<file path="config.mk">
export PLATFORM = sky130hd
export DESIGN_NAME = aes_text_out_stage
export DESIGN_NICKNAME = d
export VERILOG_FILES = /design/src/rtl/aes_pkg.sv /design/src/rtl/aes_skid2.sv /design/src/rtl/aes_text_out_stage.sv
export SDC_FILE = /design/constraint.sdc
export NUM_CORES = 1
export LEC_CHECK = 0
export BUFFER_PORTS_ARGS = -buffer_cell sky130_fd_sc_hd__buf_2
export CORE_ASPECT_RATIO = 1.75
export CORE_MARGIN = 8
export CORE_UTILIZATION = 45
export DETAILED_ROUTE_END_ITERATION = 10
export PLACE_DENSITY = 0.71
export SKIP_LAST_GASP = 1
export SYNTH_ARGS = -nofsm -noshare
export SYNTH_HDL_FRONTEND = slang
export SYNTH_SLANG_ARGS = --single-unit
</file>
<file path="constraint.sdc">
create_clock -name clk -period 2.8 [get_ports clk]
set_input_delay 0.84 -clock clk [delete_from_list [all_inputs] [get_ports clk]]
set_output_delay 0.84 -clock clk [all_outputs]
set_load 0.05 [all_outputs]
</file>
<file path="src/rtl/aes_pkg.sv">
// +-----------------------------------------------------------------+
// | aes_pkg: shared AES block type, output FSM encoding, byte_rev    |
// | Rev 1.0                                                          |
// +-----------------------------------------------------------------+
`default_nettype none

package aes_pkg;

  localparam int AES_BLK_W = 128;

  typedef logic [AES_BLK_W-1:0] aes_blk_t;

  typedef enum logic [1:0] {
    EMPTY = 2'd0,
    ONE   = 2'd1,
    FULL  = 2'd2
  } out_fsm_e;

  function automatic aes_blk_t byte_rev(input aes_blk_t x);
    aes_blk_t r;
    for (int i = 0; i < AES_BLK_W / 8; i++) begin
      r[8*i +: 8] = x[AES_BLK_W-8-8*i +: 8];
    end
    return r;
  endfunction

endpackage

`default_nettype wire

</file>
<file path="src/rtl/aes_skid2.sv">
// +-----------------------------------------------------------------+
// | aes_skid2: 2-entry valid/ready skid buffer, registered outputs   |
// | Rev 1.0                                                          |
// +-----------------------------------------------------------------+
`default_nettype none

module aes_skid2
  import aes_pkg::*;
#(
  parameter int W = 128
) (
  input  logic         clk,
  input  logic         rst,
  input  logic         i_valid,
  output logic         o_ready,
  input  logic [W-1:0] i_data,
  output logic         o_valid,
  input  logic         i_ready,
  output logic [W-1:0] o_data
);

  out_fsm_e     r_state;
  logic [W-1:0] r_head;
  logic [W-1:0] r_skid;
  logic         r_valid;
  logic         w_push;
  logic         w_pop;

  // Ready looks only at registered state so no out_ready->in_ready path exists.
  assign o_ready = !rst && (r_state != FULL);
  assign w_push  = i_valid && o_ready;
  assign w_pop   = r_valid && i_ready;
  assign o_valid = r_valid;
  assign o_data  = r_head;

  always_ff @(posedge clk) begin
    if (rst) begin
      r_state <= EMPTY;
      r_head  <= '0;
      r_skid  <= '0;
      r_valid <= 1'b0;
    end else begin
      case (r_state)
        EMPTY: begin
          if (w_push) begin
            r_head  <= i_data;
            r_state <= ONE;
            r_valid <= 1'b1;
          end
        end
        ONE: begin
          if (w_push && !w_pop) begin
            r_skid  <= i_data;
            r_state <= FULL;
          end else if (w_push && w_pop) begin
            r_head <= i_data;
          end else if (w_pop) begin
            r_state <= EMPTY;
            r_valid <= 1'b0;
          end
        end
        FULL: begin
          if (w_pop) begin
            r_head  <= r_skid;
            r_state <= ONE;
          end
        end
        default: begin
          r_state <= EMPTY;
          r_valid <= 1'b0;
        end
      endcase
    end
  end

endmodule

`default_nettype wire

</file>
<file path="src/rtl/aes_text_out_stage.sv">
// +-----------------------------------------------------------------+
// | aes_text_out_stage: final AddRoundKey, optional byte swap, skid  |
// | buffered text_out register and delivered-block counter. Rev 1.0  |
// +-----------------------------------------------------------------+
`default_nettype none

module aes_text_out_stage
  import aes_pkg::*;
#(
  parameter int DATA_W    = 128,
  parameter int BYTE_SWAP = 0,
  parameter int CNT_W     = 16
) (
  input  logic              clk,
  input  logic              rst,
  input  logic              in_valid,
  output logic              in_ready,
  input  logic [DATA_W-1:0] in_state,
  input  logic [DATA_W-1:0] in_key,
  output logic              out_valid,
  input  logic              out_ready,
  output logic [DATA_W-1:0] text_out,
  output logic [CNT_W-1:0]  blk_cnt
);

  logic [DATA_W-1:0] w_x;
  logic [DATA_W-1:0] w_d;
  logic [CNT_W-1:0]  r_cnt;

  assign w_x = in_state ^ in_key;

  generate
    if (BYTE_SWAP != 0 && DATA_W == AES_BLK_W) begin : g_rev_pkg
      assign w_d = byte_rev(w_x);
    end else if (BYTE_SWAP != 0) begin : g_rev_loop
      for (genvar gi = 0; gi < DATA_W / 8; gi++) begin : g_byte
        assign w_d[8*gi +: 8] = w_x[DATA_W-8-8*gi +: 8];
      end
    end else begin : g_norev
      assign w_d = w_x;
    end
  endgenerate

  aes_skid2 #(
    .W (DATA_W)
  ) u_skid (
    .clk     (clk),
    .rst     (rst),
    .i_valid (in_valid),
    .o_ready (in_ready),
    .i_data  (w_d),
    .o_valid (out_valid),
    .i_ready (out_ready),
    .o_data  (text_out)
  );

  // Reset has priority, so a pop seen in the reset cycle is not counted.
  always_ff @(posedge clk) begin
    if (rst) begin
      r_cnt <= '0;
    end else if (out_valid && out_ready) begin
      r_cnt <= r_cnt + CNT_W'(1);
    end
  end

  assign blk_cnt = r_cnt;

endmodule

`default_nettype wire

</file>
## Yosys cells after proc, flatten, opt, wreduce, memory -nomap -nowiden

Cells that the tools add are included.
W data, S select, Z words.

| storage, ports and cells | value |
|---|---|
| output and inout bits | 146 |
| bits in registers | 275 |
| input port bits | 260 |

| operators by class | value |
|---|---|
| bitwise operators | 2 |
| equality and inequality tests | 11 |
| multiplexer cells | 16 |
| add/subtract/negate cells | 1 |
| reduce and logical (&&, ||, !) cells | 13 |

Operators by type and width:

| cell | number |
|---|---|
| $mux W128 | 4 |
| $pmux W128 S3 | 1 |
| $xor A128 B128 Y128 | 1 |
| $add A16 B1 Y16 const B | 1 |
| $mux W2 | 5 |
| $reduce_and A5 Y1 | 2 |
| $ne A2 B1 Y1 const B | 4 |
| $ne A2 B2 Y1 const B | 3 |
| $pmux W2 S3 | 1 |
| $logic_and A1 B1 Y1 | 5 |
| $mux W1 | 4 |
| $reduce_and A4 Y1 | 1 |
| $ne A3 B1 Y1 const B | 1 |
| $ne A3 B2 Y1 const B | 1 |
| $pmux W1 S3 | 1 |
| $reduce_bool A3 Y1 | 1 |
| $eq A2 B1 Y1 const B | 1 |
| $eq A2 B2 Y1 const B | 1 |
| $logic_not A1 Y1 | 2 |
| $logic_not A2 Y1 | 1 |
| $reduce_and A2 Y1 | 1 |
| $not A1 Y1 | 1 |

## Logic depth before layout (Yosys ltp)

| depth | value |
|---|---|
| word-level depth | 7 |
| gate-level depth with buffers | 7 |

## Modules after synthesis

A second synthesis with hierarchy kept.

| second synthesis, totals | value |
|---|---|
| cell total of the unflattened synthesis | 1570 |
| area, all modules | 13166.4 um^2 |

Modules (own cells, without submodules):

| module | times used | sequential area each (um^2) | cells each | area an instance (um^2) |
|---|---|---|---|---|
| aes_skid2 | 1 | 5185.0 | 1361 | 11323.4 |
| aes_text_out_stage | 1 | 320.3 | 209 | 1843.0 |

## Worst setup path before layout

Ideal clock, no wire load.

| path | value |
|---|---|
| kind | input to output |
| from | in rst |
| to | out in_ready |
| buffers on the path | 3 |
| arrival time | 2.057 ns |
| setup slack | -0.097 ns |
| stages on the path | 4 |
| data required time | 1.960 ns |
| path through | buf_2 -> clkbuf_1 -> clkbuf_1 -> nor2_1 |

| between the ends | value |
|---|---|
| cells in the longest elaborated chain, start to end | 2 |

Ends and longest elaborated chain:

| item | RTL line | source |
|---|---|---|
| start: declaration | aes_text_out_stage.sv:15 | `input logic rst,` |
| $logic_not A1 Y1 | aes_skid2.sv:30 | `assign o_ready = !rst && (r_state != FULL);` |
| $logic_and A1 B1 Y1 | aes_skid2.sv:30 |  |
| end: declaration | aes_text_out_stage.sv:17 | `output logic in_ready,` |

Every way passes these cells.

## Worst setup path after layout

| path | value |
|---|---|
| from | reg u_skid.r_state[1] |
| to | out in_ready |

| between the ends | value |
|---|---|
| cells in the longest elaborated chain, start to end | 2 |

Ends and longest elaborated chain:

| item | RTL line | source |
|---|---|---|
| start: declaration | aes_skid2.sv:22 | `out_fsm_e r_state;` |
| start signal: assignment | aes_skid2.sv:38 | `r_state <= EMPTY;` |
| start signal: assignment | aes_skid2.sv:47 | `r_state <= ONE;` |
| start signal: assignment | aes_skid2.sv:54 | `r_state <= FULL;` |
| $ne A2 B2 Y1 | aes_skid2.sv:30 |  |
| $logic_and A1 B1 Y1 | aes_skid2.sv:30 |  |

Every way passes these cells.

==> impl_results.md <==
* Cts bufs inserted at 26
* Setup slack at placement at 0.132 ns
* DIE WIDTH at 139 um
* Mapped Area at 0.0119 mm^2
* Design Area, Final at 0.0151 mm^2
* Measured slew at the worst slew-check pin at 0.698 ns
* Diodes inserted at 0
* Most used DFF post-synth: dfxtp_1
* # setup viols final at 0
* Largest area contributor in the netlist: dfxtp_1
* WHS at 0.445 ns
* Placer Congestion at 0.793
* Post-CTS setup buffer count at 0
* CP cell instances: nor2b_1 > nor2_2 > buf_2
* Total power at 9.97 mW
* Largest cells by area after synthesis: dfxtp_1 (46%), xnor2_1 (10%), nand2_1 (8.2%), o211ai_1 (8.1%), a211oi_1 (6.2%)
* Number of H-tree branching levels at 1
* Status: complete, no violations
* Yosys warnings at 0
* Die ar. at 0.0321 mm^2
* Worst hold path type: flop to flop
* Non-Filler Instances at 2057
* CTS Root Cell: clkbuf_16
* Boundary Pins at 406
* Critical Path RT at 1.96 ns
* TritonCTS clock tree: yes
* Buf/Inv on CP at 1
* Post-synthesis register bit count at 275
* Post-synthesis sequential area ratio at 0.463
* Die Ht at 231 um
* Fin crit share at 0.897
* Worst-path clk slew at 0.06 ns
* Power density cells at 661 mW/mm^2
* Mapped Nets at 1635
* Overflow after GRT at 0
* Layout cell share with drive strength beyond 1 at 0.296
* Number of port buffers at 405
* Max-slew violations at 0
* Crit-path leading delay family: flip-flops
* CP Class: flop to output pin
* Final setup margin at 0.290 ns
* Library cells used by synthesis at 35
* Iteration count of the initial detailed-routing pass at 5
* P_leak at 6.15 nW
* Max Freq at 0.398 GHz
* Drt wl/cell at 16.3 um
* Asr flop ratio synth at 0
* Vias in the first global route at 10600
* Hold Buf Count CTS at 0
* Synth top area share at 0.463
* Placed inst area at 0.0141 mm^2
* Setup TNS at 0 ns
* Drt drc at 0
* CP max stage delay at 0.47 ns
* Max-cap violation count at 0
* Slew Limit Headroom at 0.535
* Crit-path max FO at 7
* Routed WL at 33600 um
* Antenna viol nets, final at 0
* Antenna violations before repair at 0
* Largest net degree at the start of global routing at 153
* Final Hold Fails at 0
* Slowest-stage cell, CP: dfxtp_1
* CP endpoint kind: output pin
* # fillers at 2366
* Core ar. at 0.0260 mm^2
* Clock tree buffer depth at 3
* FP Rows at 78
* Clock Latency Late Sink at 0.54 ns
* First-iteration detailed-routing DRC count at 582
* Tot GR Track Use at 0.199
* DP HPWL at 24000 um
* RSZ-0062 raised after global routing: no
* Vias per std cell at 5.27
* Syn Area/Cell at 8.65 um^2
* Initial Util at 0.458
* Post-synth EDFFs at 0
* First-pass GRT wire length at 53600 um
* Mapped Cells at 1374
* Final worst clock skew at 0.0200 ns
* P&R area growth vs syn at 27.0%
* # resized after CTS at 0
* Worst Setup Start Kind: flop
* Final #Nets at 1978
* Final core utilization at 0.581
* Placed cells at 2009
* Sink Count at 275
* Minimum clock period at 2.51 ns
* VDD IR-drop max at 0.000569 V
* Via Count at 10800
* CP Data Arrival Time at 1.67 ns
-- worst reg2reg max path, cell delays in order, from the launching register on --
cell and delay (ns):
dfxtp_1 0.38, or3b_1 0.54, nor3b_4 0.27, buf_12 0.25
buf_12 0.28, nor2_1 0.07, a211oi_1 0.23
-- cell type report --
type	count	area [um^2]	area share
Multi-Input combinational cell	979	5830	0.386
Timing Repair Buffer	432	2400	0.159
Sequential cell	275	5510	0.365
Inverter	3	11.3	0.000746
Clock inverter	10	156	0.0104
Clock buffer	38	787	0.0522
Tap cell	320	400	0.0265
-- layer usage --
metal,routed length (um),track usage
met3,2080,0.0459
met2,17200,0.362
met4,895,0.0714
met1,13400,0.223
met5,0,0
-- where the power goes --
group          internal [mW]  leakage [nW]  total (mW)  switching (mW)
sequential              4.13          2.24        4.24           0.114
clock                   2.32         0.470        3.83            1.51
combinational          0.643          3.45        1.90            1.26
-- flip-flops by register name, summed over array words and instances, names as in the netlist --
name            count
u_skid.o_valid      1
u_skid.r_skid     128
blk_cnt            16
u_skid.r_state      2
u_skid.o_data     128
-- Yosys cell counts (2+ instances only) --
master    count
a211oi_1     98
a211oi_2     30
a21oi_1     135
a31o_2        3
buf_1         2
buf_2        41
buf_4         3
buf_6        11
clkbuf_1     60
dfxtp_1     275
inv_1         3
nand2_1     261
nand2b_1      4
nand3_1       4
nand4_1       5
nor2_1      147
nor2b_1       3
nor3_1        6
nor4_1        3
o211ai_1    128
xnor2_1     136
xor2_1        3
-- cell usage in the layout, fill, tap and decap left out, types with 3 or more instances in the layout --
master     Yosys  final
nor3_1         6      6
xor2_1         3      3
xnor2_1      136    136
a211oi_1      98     98
nand3_1        4      4
bufinv_16      0      4
nand2_1      261    261
clkbuf_16      0     27
clkbuf_8       0      7
buf_4          3     14
dfxtp_1      275    275
nor2_1       147    146
o211ai_1     128    128
nor2b_1        3      3
a31o_2         3      3
buf_2         41    404
nor4_1         3      3
a21oi_1      135    135
a211oi_2      30     30
clkbuf_1      60      4
buf_12         0     13
nand4_1        5      5
inv_1          3      3
clkinv_2       0      5
nand2b_1       4      3
-- cells by family (layout without fill, tap and decap cells) --
group,count (synthesis),count (layout),share of synthesized area
mux,2,2,0.00179
simple gates,438,438,0.144
xor+xnor,139,139,0.102
compound gates,399,399,0.237
buf+inv,120,483,0.0501
fa+ha+maj,1,1,0.00105
flops,275,275,0.463
-- final timing paths --
kind / cells past startpoint / endpoint / from / slack [ns]
worst max-delay path: 3 / in_ready / u_skid.r_state[1] / 0.29
worst min-delay path: 2 / u_skid.o_data[85] / u_skid.o_data[85] / 0.44
worst max register to register: 6 / u_skid.r_skid[78] / u_skid.r_state[1] / 0.70
worst min register to register: 2 / u_skid.o_data[85] / u_skid.o_data[85] / 0.44
No activity file was read; power rests on OpenSTA's default activity.
